### src/rtl/regfile_sb.sv
// regfile_sb: 2R/1W register file with optional write-to-read bypass
// and a per-register pending scoreboard for RAW hazard detection.
module regfile_sb #(
  parameter int DATA_W = 32,
  parameter int ADDR_W = 5,
  parameter int BYPASS = 1
) (
  input  logic              clk,
  input  logic              reset,
  input  logic              we3,
  input  logic [ADDR_W-1:0] wa3,
  input  logic [DATA_W-1:0] wd3,
  input  logic [ADDR_W-1:0] ra1,
  input  logic [ADDR_W-1:0] ra2,
  output logic [DATA_W-1:0] rd1,
  output logic [DATA_W-1:0] rd2,
  input  logic              rsv_en,
  input  logic [ADDR_W-1:0] rsv_addr,
  output logic              haz1,
  output logic              haz2,
  output logic [ADDR_W:0]   pend_cnt
);

  localparam int NREG = 2 ** ADDR_W;
  localparam logic BYP = (BYPASS != 0);

  logic [DATA_W-1:0] rf [NREG];
  logic [NREG-1:0]   pend;
  logic [NREG-1:0]   pend_nxt;

  logic wr_v;
  logic rsv_v;
  logic inc;
  logic dec;
  logic byp1;
  logic byp2;

  assign wr_v  = we3 && (wa3 != '0);
  assign rsv_v = rsv_en && (rsv_addr != '0);

  // Set wins over clear when both target the same register.
  always_comb begin
    pend_nxt = pend;
    if (wr_v)
      pend_nxt[wa3] = 1'b0;
    if (rsv_v)
      pend_nxt[rsv_addr] = 1'b1;
  end

  // Count real bit transitions only.
  assign inc = rsv_v && !pend[rsv_addr];
  assign dec = wr_v && pend[wa3]
            && !(rsv_v && (rsv_addr == wa3));

  always_ff @(posedge clk or posedge reset) begin
    if (reset) begin
      for (int i = 0; i < NREG; i++)
        rf[i] <= '0;
    end else if (wr_v) begin
      rf[wa3] <= wd3;
    end
  end

  always_ff @(posedge clk or posedge reset) begin
    if (reset) begin
      pend     <= '0;
      pend_cnt <= '0;
    end else begin
      pend     <= pend_nxt;
      pend_cnt <= pend_cnt
                + {{ADDR_W{1'b0}}, inc}
                - {{ADDR_W{1'b0}}, dec};
    end
  end

  assign byp1 = BYP && wr_v && (wa3 == ra1);
  assign byp2 = BYP && wr_v && (wa3 == ra2);

  always_comb begin
    rd1 = byp1 ? wd3 : rf[ra1];
    rd2 = byp2 ? wd3 : rf[ra2];
    if (ra1 == '0)
      rd1 = '0;
    if (ra2 == '0)
      rd2 = '0;
  end

  assign haz1 = pend[ra1] && (ra1 != '0) && !byp1;
  assign haz2 = pend[ra2] && (ra2 != '0) && !byp2;

endmodule
### config.mk
export PLATFORM = sky130hd
export DESIGN_NAME = regfile_sb
export DESIGN_NICKNAME = d
export VERILOG_FILES = /design/src/rtl/regfile_sb.sv
export SDC_FILE = /design/constraint.sdc
export NUM_CORES = 2
export LEC_CHECK = 0
export CAP_MARGIN = 20
export CORE_ASPECT_RATIO = 1.4
export CORE_MARGIN = 2
export CORE_UTILIZATION = 30
export CTS_CLUSTER_DIAMETER = 60
export DETAILED_ROUTE_END_ITERATION = 10
export GPL_TIMING_DRIVEN = 0
export PLACE_DENSITY = 0.54
export SLEW_MARGIN = 20
export SYNTH_ARGS = -nofsm -noshare
export SYNTH_HDL_FRONTEND = slang
export SYNTH_SLANG_ARGS = --single-unit
### constraint.sdc
create_clock -name clk -period 49.7 [get_ports clk]
set_input_delay 9.94 -clock clk [delete_from_list [all_inputs] [get_ports clk]]
set_output_delay 9.94 -clock clk [all_outputs]
set_load 0.03 [all_outputs]
== After elaboration in Yosys (flattened, before gate mapping) ==
Cells that the tools add are included.
Widths: inputs -> output; s select.

* Register bits: 1,062
* Output and inout bits: 72
* Word-level logic and storage cells: 107

* Mux-type cells: 27
* Equal/unequal tests: 3
* Reduce and logical (&&, ||, !) cells: 25
* Magnitude comparators: 10
* Bitwise logic cells: 6
* Add/subtract/negate cells: 2

{| class="wikitable"
|+ Operator list
! kind !! count
|-
| $bwmux 1024 || 1
|-
| $mux 32 || 11
|-
| $bmux 32 s5 || 2
|-
| $demux 32 s5 || 1
|-
| $and 32x32->32 || 1
|-
| $not 32->32 || 1
|-
| $or 32x32->32 || 1
|-
| $lt 5x6->1 const B || 4
|-
| $bmux 1 s5 || 4
|-
| $reduce_bool 5->1 || 4
|-
| $ge 6x6->1 const B || 3
|-
| $not 5->6 || 3
|-
| $eq 5x5->1 || 3
|-
| $logic_and 1x1->1 || 15
|-
| $demux 1 s5 || 2
|-
| $ge 5x1->1 const B || 2
|-
| $logic_not 5->1 || 2
|-
| $add 6x1->6 || 1
|-
| $lt 6x1->1 const B || 1
|-
| $mux 1 || 6
|-
| $sub 6x1->6 || 1
|-
| $logic_not 1->1 || 4
|}

== Logic depth before layout (Yosys ltp) ==
* Depth in word-level cells: 9
* Gate-level depth with buffers: 15

== Worst setup path before layout ==
No wires, ideal clock.

* Path type: input -> output
* Start: input ra2[1]
* End: output rd2[11]
* Setup slack: 27.982 ns
* Arrival time: 11.778 ns
* Stages: 8
* Cell sequence: buf_4 -> buf_4 -> buf_2 -> buf_1 -> mux4_2 -> a22oi_1 -> a21oi_1 -> a211o_1

* Cells in the longest elaborated chain, start to end: 6
* Elaborated cells between the ends (all ways): 9
* Those cells by class: 1 x eq/ne; 5 x mux; 1 x bitwise; 2 x reduce/logical

{| class="wikitable"
|+ Ends and longest elaborated chain
! element !! RTL line !! RTL
|-
| from (decl) || 14 || <nowiki>input logic [ADDR_W-1:0] ra2,</nowiki>
|-
| $not 5->6 (not written as such) || 81 || <nowiki>rd2 = byp2 ? wd3 : rf[ra2];</nowiki>
|-
| $bmux 32 s5 || 81 ||
|-
| $mux 32 (not written as such) (2 in series) || 81 ||
|-
| $mux 32 || 81 ||
|-
| $mux 32 * || 84 || <nowiki>if (ra2 == '0)</nowiki>
|-
| to (decl) || 16 || <nowiki>output logic [DATA_W-1:0] rd2,</nowiki>
|}

Mark *: on every way between the ends. The rest lies on a longest branch, timed or not. The select of a mux whose other input is x is not followed.

== Worst setup path after layout ==
* Start: input ra1[1]
* End: output rd1[24]

* Cells in the longest elaborated chain, start to end: 6
* Elaborated cells between the ends (all ways): 9
* Those cells by class: 1 x eq/ne; 5 x mux; 1 x bitwise; 2 x reduce/logical

{| class="wikitable"
|+ Ends and longest elaborated chain
! element !! RTL line !! RTL
|-
| from (decl) || 13 || <nowiki>input logic [ADDR_W-1:0] ra1,</nowiki>
|-
| $not 5->6 (not written as such) || 80 || <nowiki>rd1 = byp1 ? wd3 : rf[ra1];</nowiki>
|-
| $bmux 32 s5 || 80 ||
|-
| $mux 32 (not written as such) (2 in series) || 80 ||
|-
| $mux 32 || 80 ||
|-
| $mux 32 * || 82 || <nowiki>if (ra1 == '0)</nowiki>
|-
| to (decl) || 15 || <nowiki>output logic [DATA_W-1:0] rd1,</nowiki>
|}

Marked as above.

==> results_dict.tcl <==
set metrics [dict create \
    outcome "completed" \
    drv.max_cap_violation_count 0 \
    synth_sequential_area_ratio_pct 45.67 \
    num_rows 191 \
    finalCritPeriodShare_pct 49.93 \
    cts.htree.levels 3 \
    critPathCaptureType "output port" \
    cp_common_cell "sky130_fd_sc_hd__buf_2" \
    critical_path.startpoint_type "input pin" \
    critPathBufInv 6 \
    hp-class "reg2reg" \
    die_h_um 525.1 \
    cpMaxStageDelayCell "sky130_fd_sc_hd__buf_2" \
    grt_overflow_total 0 \
    fraction_of_met3_tracks_used_by_global_routing_pct 9.692 \
    place_congestion 1.025 \
    required_time_of_the_critical_path_ps 39760 \
    cellPowerDensity_mw_per_mm2 40.23 \
    rsz_0062_raised_after_global_routing "no" \
    fin_ws_ps 24890 \
    slew_viol_final 0 \
    totalWireLength_um 292000 \
    detailedRoute.firstPassIterationCount 5 \
    avgSynthCellArea_um2 14.23 \
    gr-usage-met2_pct 43.13 \
    utilization_pct 34.65 \
    maximum_achievable_frequency_mhz 40.30 \
    drt-wirelength-per-cell_um 41.95 \
    timing.critical_path.slowest_cell_delay_ps 780 \
    initial_antenna_violation_count 38 \
    cts_num_sinks 1062 \
    timing.setup.tns_ps 0 \
    minimum_hold_slack_ps 480.2 \
    ir_drop_worst_vdd_v 0.00002651 \
    drt-initial-drc-count 5632 \
    ant_nets 0 \
    synthesis.instances 4090 \
    grt_usage_pct 29.08 \
    numPlacedInstances 6739 \
    count_of_flip_flops_with_a_built_in_enable_after_synthesis 0 \
    met1_usage_pct 33.87 \
    leakagePower_nw 28.76 \
    async_flop_share_pct 100.0 \
    dpl-instance-area_mm2 0.06326 \
    grt_first_pass_wirelength_um 390100 \
    nNetsFinal 4405 \
    dp.final_hpwl_um 197400 \
    grt_pass1_vias 43887 \
    cts-root-buf "sky130_fd_sc_hd__clkbuf_16" \
    syn_area_mm2 0.05819 \
    crit_family "buffers and inverters" \
    die-area_mm2 0.1976 \
    criticalPathCategory "in2out" \
    pre_cts_ws_ps 25110 \
    layout-drive-gt1-share_pct 42.94 \
    min_period_ps 24810 \
    p_total_mw 2.692 \
    worst-path-max-fanout 10 \
    multi_input_comb_area_mm2 0.02936 \
    grt-busiest-layer "met2" \
    postCtsSetupBuffers 0 \
    pin_count 128 \
    grt_max_degree 102 \
    synth.lib_cells_used.distinct 60 \
    drc_errors 0 \
    critical_path.cell_chain "clkdlybuf4s50_1 > buf_2 > buf_2 > buf_2 > buf_2 > mux2i_1 > a21oi_1 > a221o_1 > clkdlybuf4s50_1" \
    setup_violations 0 \
    synth-seq-cells 1062 \
    max_slew_margin_pct 15.76 \
    holdBufCountCts 0 \
    count_of_cells_resized_by_post_cts_repair 0 \
    area_growth_syn_to_layout_pct 14.98 \
    port-buffer-count 112 \
    worst-endpoint-arrival_ps 14870 \
    finish.cell_count_without_fillers 6961 \
    postSynthNetCount 4153 \
    seq_cell_area_mm2 0.02658 \
    final_hold_viol_count 0 \
    numCtsBuffers 110 \
    detailroute.via_count 44226 \
    final_cell_area_mm2 0.06691 \
    tritoncts "done" \
    yosys_warnings 0 \
    dominant_register_cell_in_the_synthesized_netlist "sky130_fd_sc_hd__dfrtp_1" \
    vias_per_cell 6.353 \
    floorplan.core_area_mm2 0.1931 \
    clock_pin_slew_on_the_worst_setup_and_hold_paths_ps 60 \
    clock_skew_ps 32.31 \
    die-width_um 376.2 \
    final.fill_count 18904 \
    tightestPinTransition_ps 1264 \
    initial_cell_density_of_the_core_pct 30.14 \
    cts_buffer_depth 3 \
    clk_latency_ps 770 \
]
==> worst paths after layout <==
kind | cells after the start | startpoint | slack (ps) | end
min in group asynchronous | 2 | reset | 9550 | rf[994]
worst max register to register | 12 | pend[7] | 46560 | pend_cnt[4]
worst min-delay path | 1 | rf[997] | 480 | rf[997]
worst max-delay path | 9 | ra1[1] | 24890 | rd1[24]
max in group asynchronous | 7 | reset | 37250 | rf[698]
worst min register to register | 1 | rf[997] | 480 | rf[997]
==> kinds of logic (layout without fill, tap and decap cells) <==
group	count (synthesis)	in the layout	share of synthesized area, %
XOR/XNOR	20	20	0.3010
AND/OR/NAND/NOR	251	251	2.219
flip-flops	1062	1062	45.67
AO/OA/AOI/OAI	526	526	6.571
multiplexers	1742	1742	41.16
buffers and inverters	482	821	3.920
adder cells (fa/ha/maj)	7	7	0.1634
other	0	23	0
==> cell usage after synthesis, types with 17 or more instances <==
cell type                  instances  share of area, %
sky130_fd_sc_hd__nor2_1           31              0.20
sky130_fd_sc_hd__and2_1           21              0.23
sky130_fd_sc_hd__buf_1            31              0.20
sky130_fd_sc_hd__nor3_1           19              0.16
sky130_fd_sc_hd__a21oi_1          78              0.67
sky130_fd_sc_hd__a211o_1          41              0.62
sky130_fd_sc_hd__nand3_1          17              0.15
sky130_fd_sc_hd__dfrtp_1        1062                46
sky130_fd_sc_hd__mux4_2          420                16
sky130_fd_sc_hd__a221o_1          37              0.64
sky130_fd_sc_hd__a22oi_1          58              0.75
sky130_fd_sc_hd__clkbuf_1        227               1.5
sky130_fd_sc_hd__buf_4            37              0.48
sky130_fd_sc_hd__and3_1           22              0.24
sky130_fd_sc_hd__o21ai_0          83              0.71
sky130_fd_sc_hd__a211oi_1         45              0.58
sky130_fd_sc_hd__buf_6            19              0.37
sky130_fd_sc_hd__o22ai_1          34              0.37
sky130_fd_sc_hd__mux2_1           34              0.66
sky130_fd_sc_hd__mux2_2          970                19
sky130_fd_sc_hd__nand2_1          76              0.49
sky130_fd_sc_hd__mux2i_1         318               5.5
sky130_fd_sc_hd__a221oi_1         95               1.4
sky130_fd_sc_hd__buf_2           152               1.3
==> registers in the layout, indices dropped and copies added, names as in the netlist <==
name      flops
pend         32
rf         1024
pend_cnt      6
==> per-layer routing <==
metal  wire length [um]  vias up
met5                149        -
met4              28450       24
met3              31680     1066
met2             127400     3109
met1             104300    23627
li1                   -    16400
==> worst reg2reg max path, cell delays in order (launching register included) <==
cell and delay (ps):
sky130_fd_sc_hd__dfrtp_1 420, sky130_fd_sc_hd__mux4_2 510, sky130_fd_sc_hd__mux4_2 470, sky130_fd_sc_hd__nand2b_1 110, sky130_fd_sc_hd__a31oi_1 110, sky130_fd_sc_hd__ha_1 300
sky130_fd_sc_hd__inv_1 40, sky130_fd_sc_hd__ha_1 200, sky130_fd_sc_hd__fa_1 430, sky130_fd_sc_hd__a21oi_1 170, sky130_fd_sc_hd__nor2_1 50, sky130_fd_sc_hd__nor2_1 110
sky130_fd_sc_hd__xnor2_1 130
==> report_power, final <==
| group | leakage, nW | internal, mW | switching, mW |
|---|---|---|---|
| clock | 1.77 | 0.474 | 0.393 |
| combinational | 13.4 | 0.337 | 0.324 |
| sequential | 13.6 | 1.03 | 0.132 |
==> placed cells by master, fill, tap and decap left out, types with 40 or more instances in the layout <==
master and count:
sky130_fd_sc_hd__clkdlybuf4s50_1 112, sky130_fd_sc_hd__nand2_1 76, sky130_fd_sc_hd__clkbuf_2 64, sky130_fd_sc_hd__clkbuf_1 188, sky130_fd_sc_hd__mux4_2 420, sky130_fd_sc_hd__dfrtp_1 1062
sky130_fd_sc_hd__a211o_1 41, sky130_fd_sc_hd__a22oi_1 58, sky130_fd_sc_hd__mux2i_1 318, sky130_fd_sc_hd__mux2_2 970, sky130_fd_sc_hd__buf_2 172, sky130_fd_sc_hd__a211oi_1 45
sky130_fd_sc_hd__a221oi_1 95, sky130_fd_sc_hd__clkbuf_16 110, sky130_fd_sc_hd__o21ai_0 83, sky130_fd_sc_hd__buf_4 40, sky130_fd_sc_hd__a21oi_1 78
==> layout make-up <==
cell class / count / share of cell area, %
Clock inverter: 40 / 0.6096
Clock buffer: 159 / 4.748
Antenna cell: 23 / 0.08602
Tap cell: 2509 / 4.692
Timing Repair Buffer: 140 / 2.678
Sequential cell: 1062 / 39.72
Buffer: 466 / 3.476
Inverter: 16 / 0.1010
Multi-Input combinational cell: 2546 / 43.89
No activity file was read; power rests on OpenSTA's default activity.
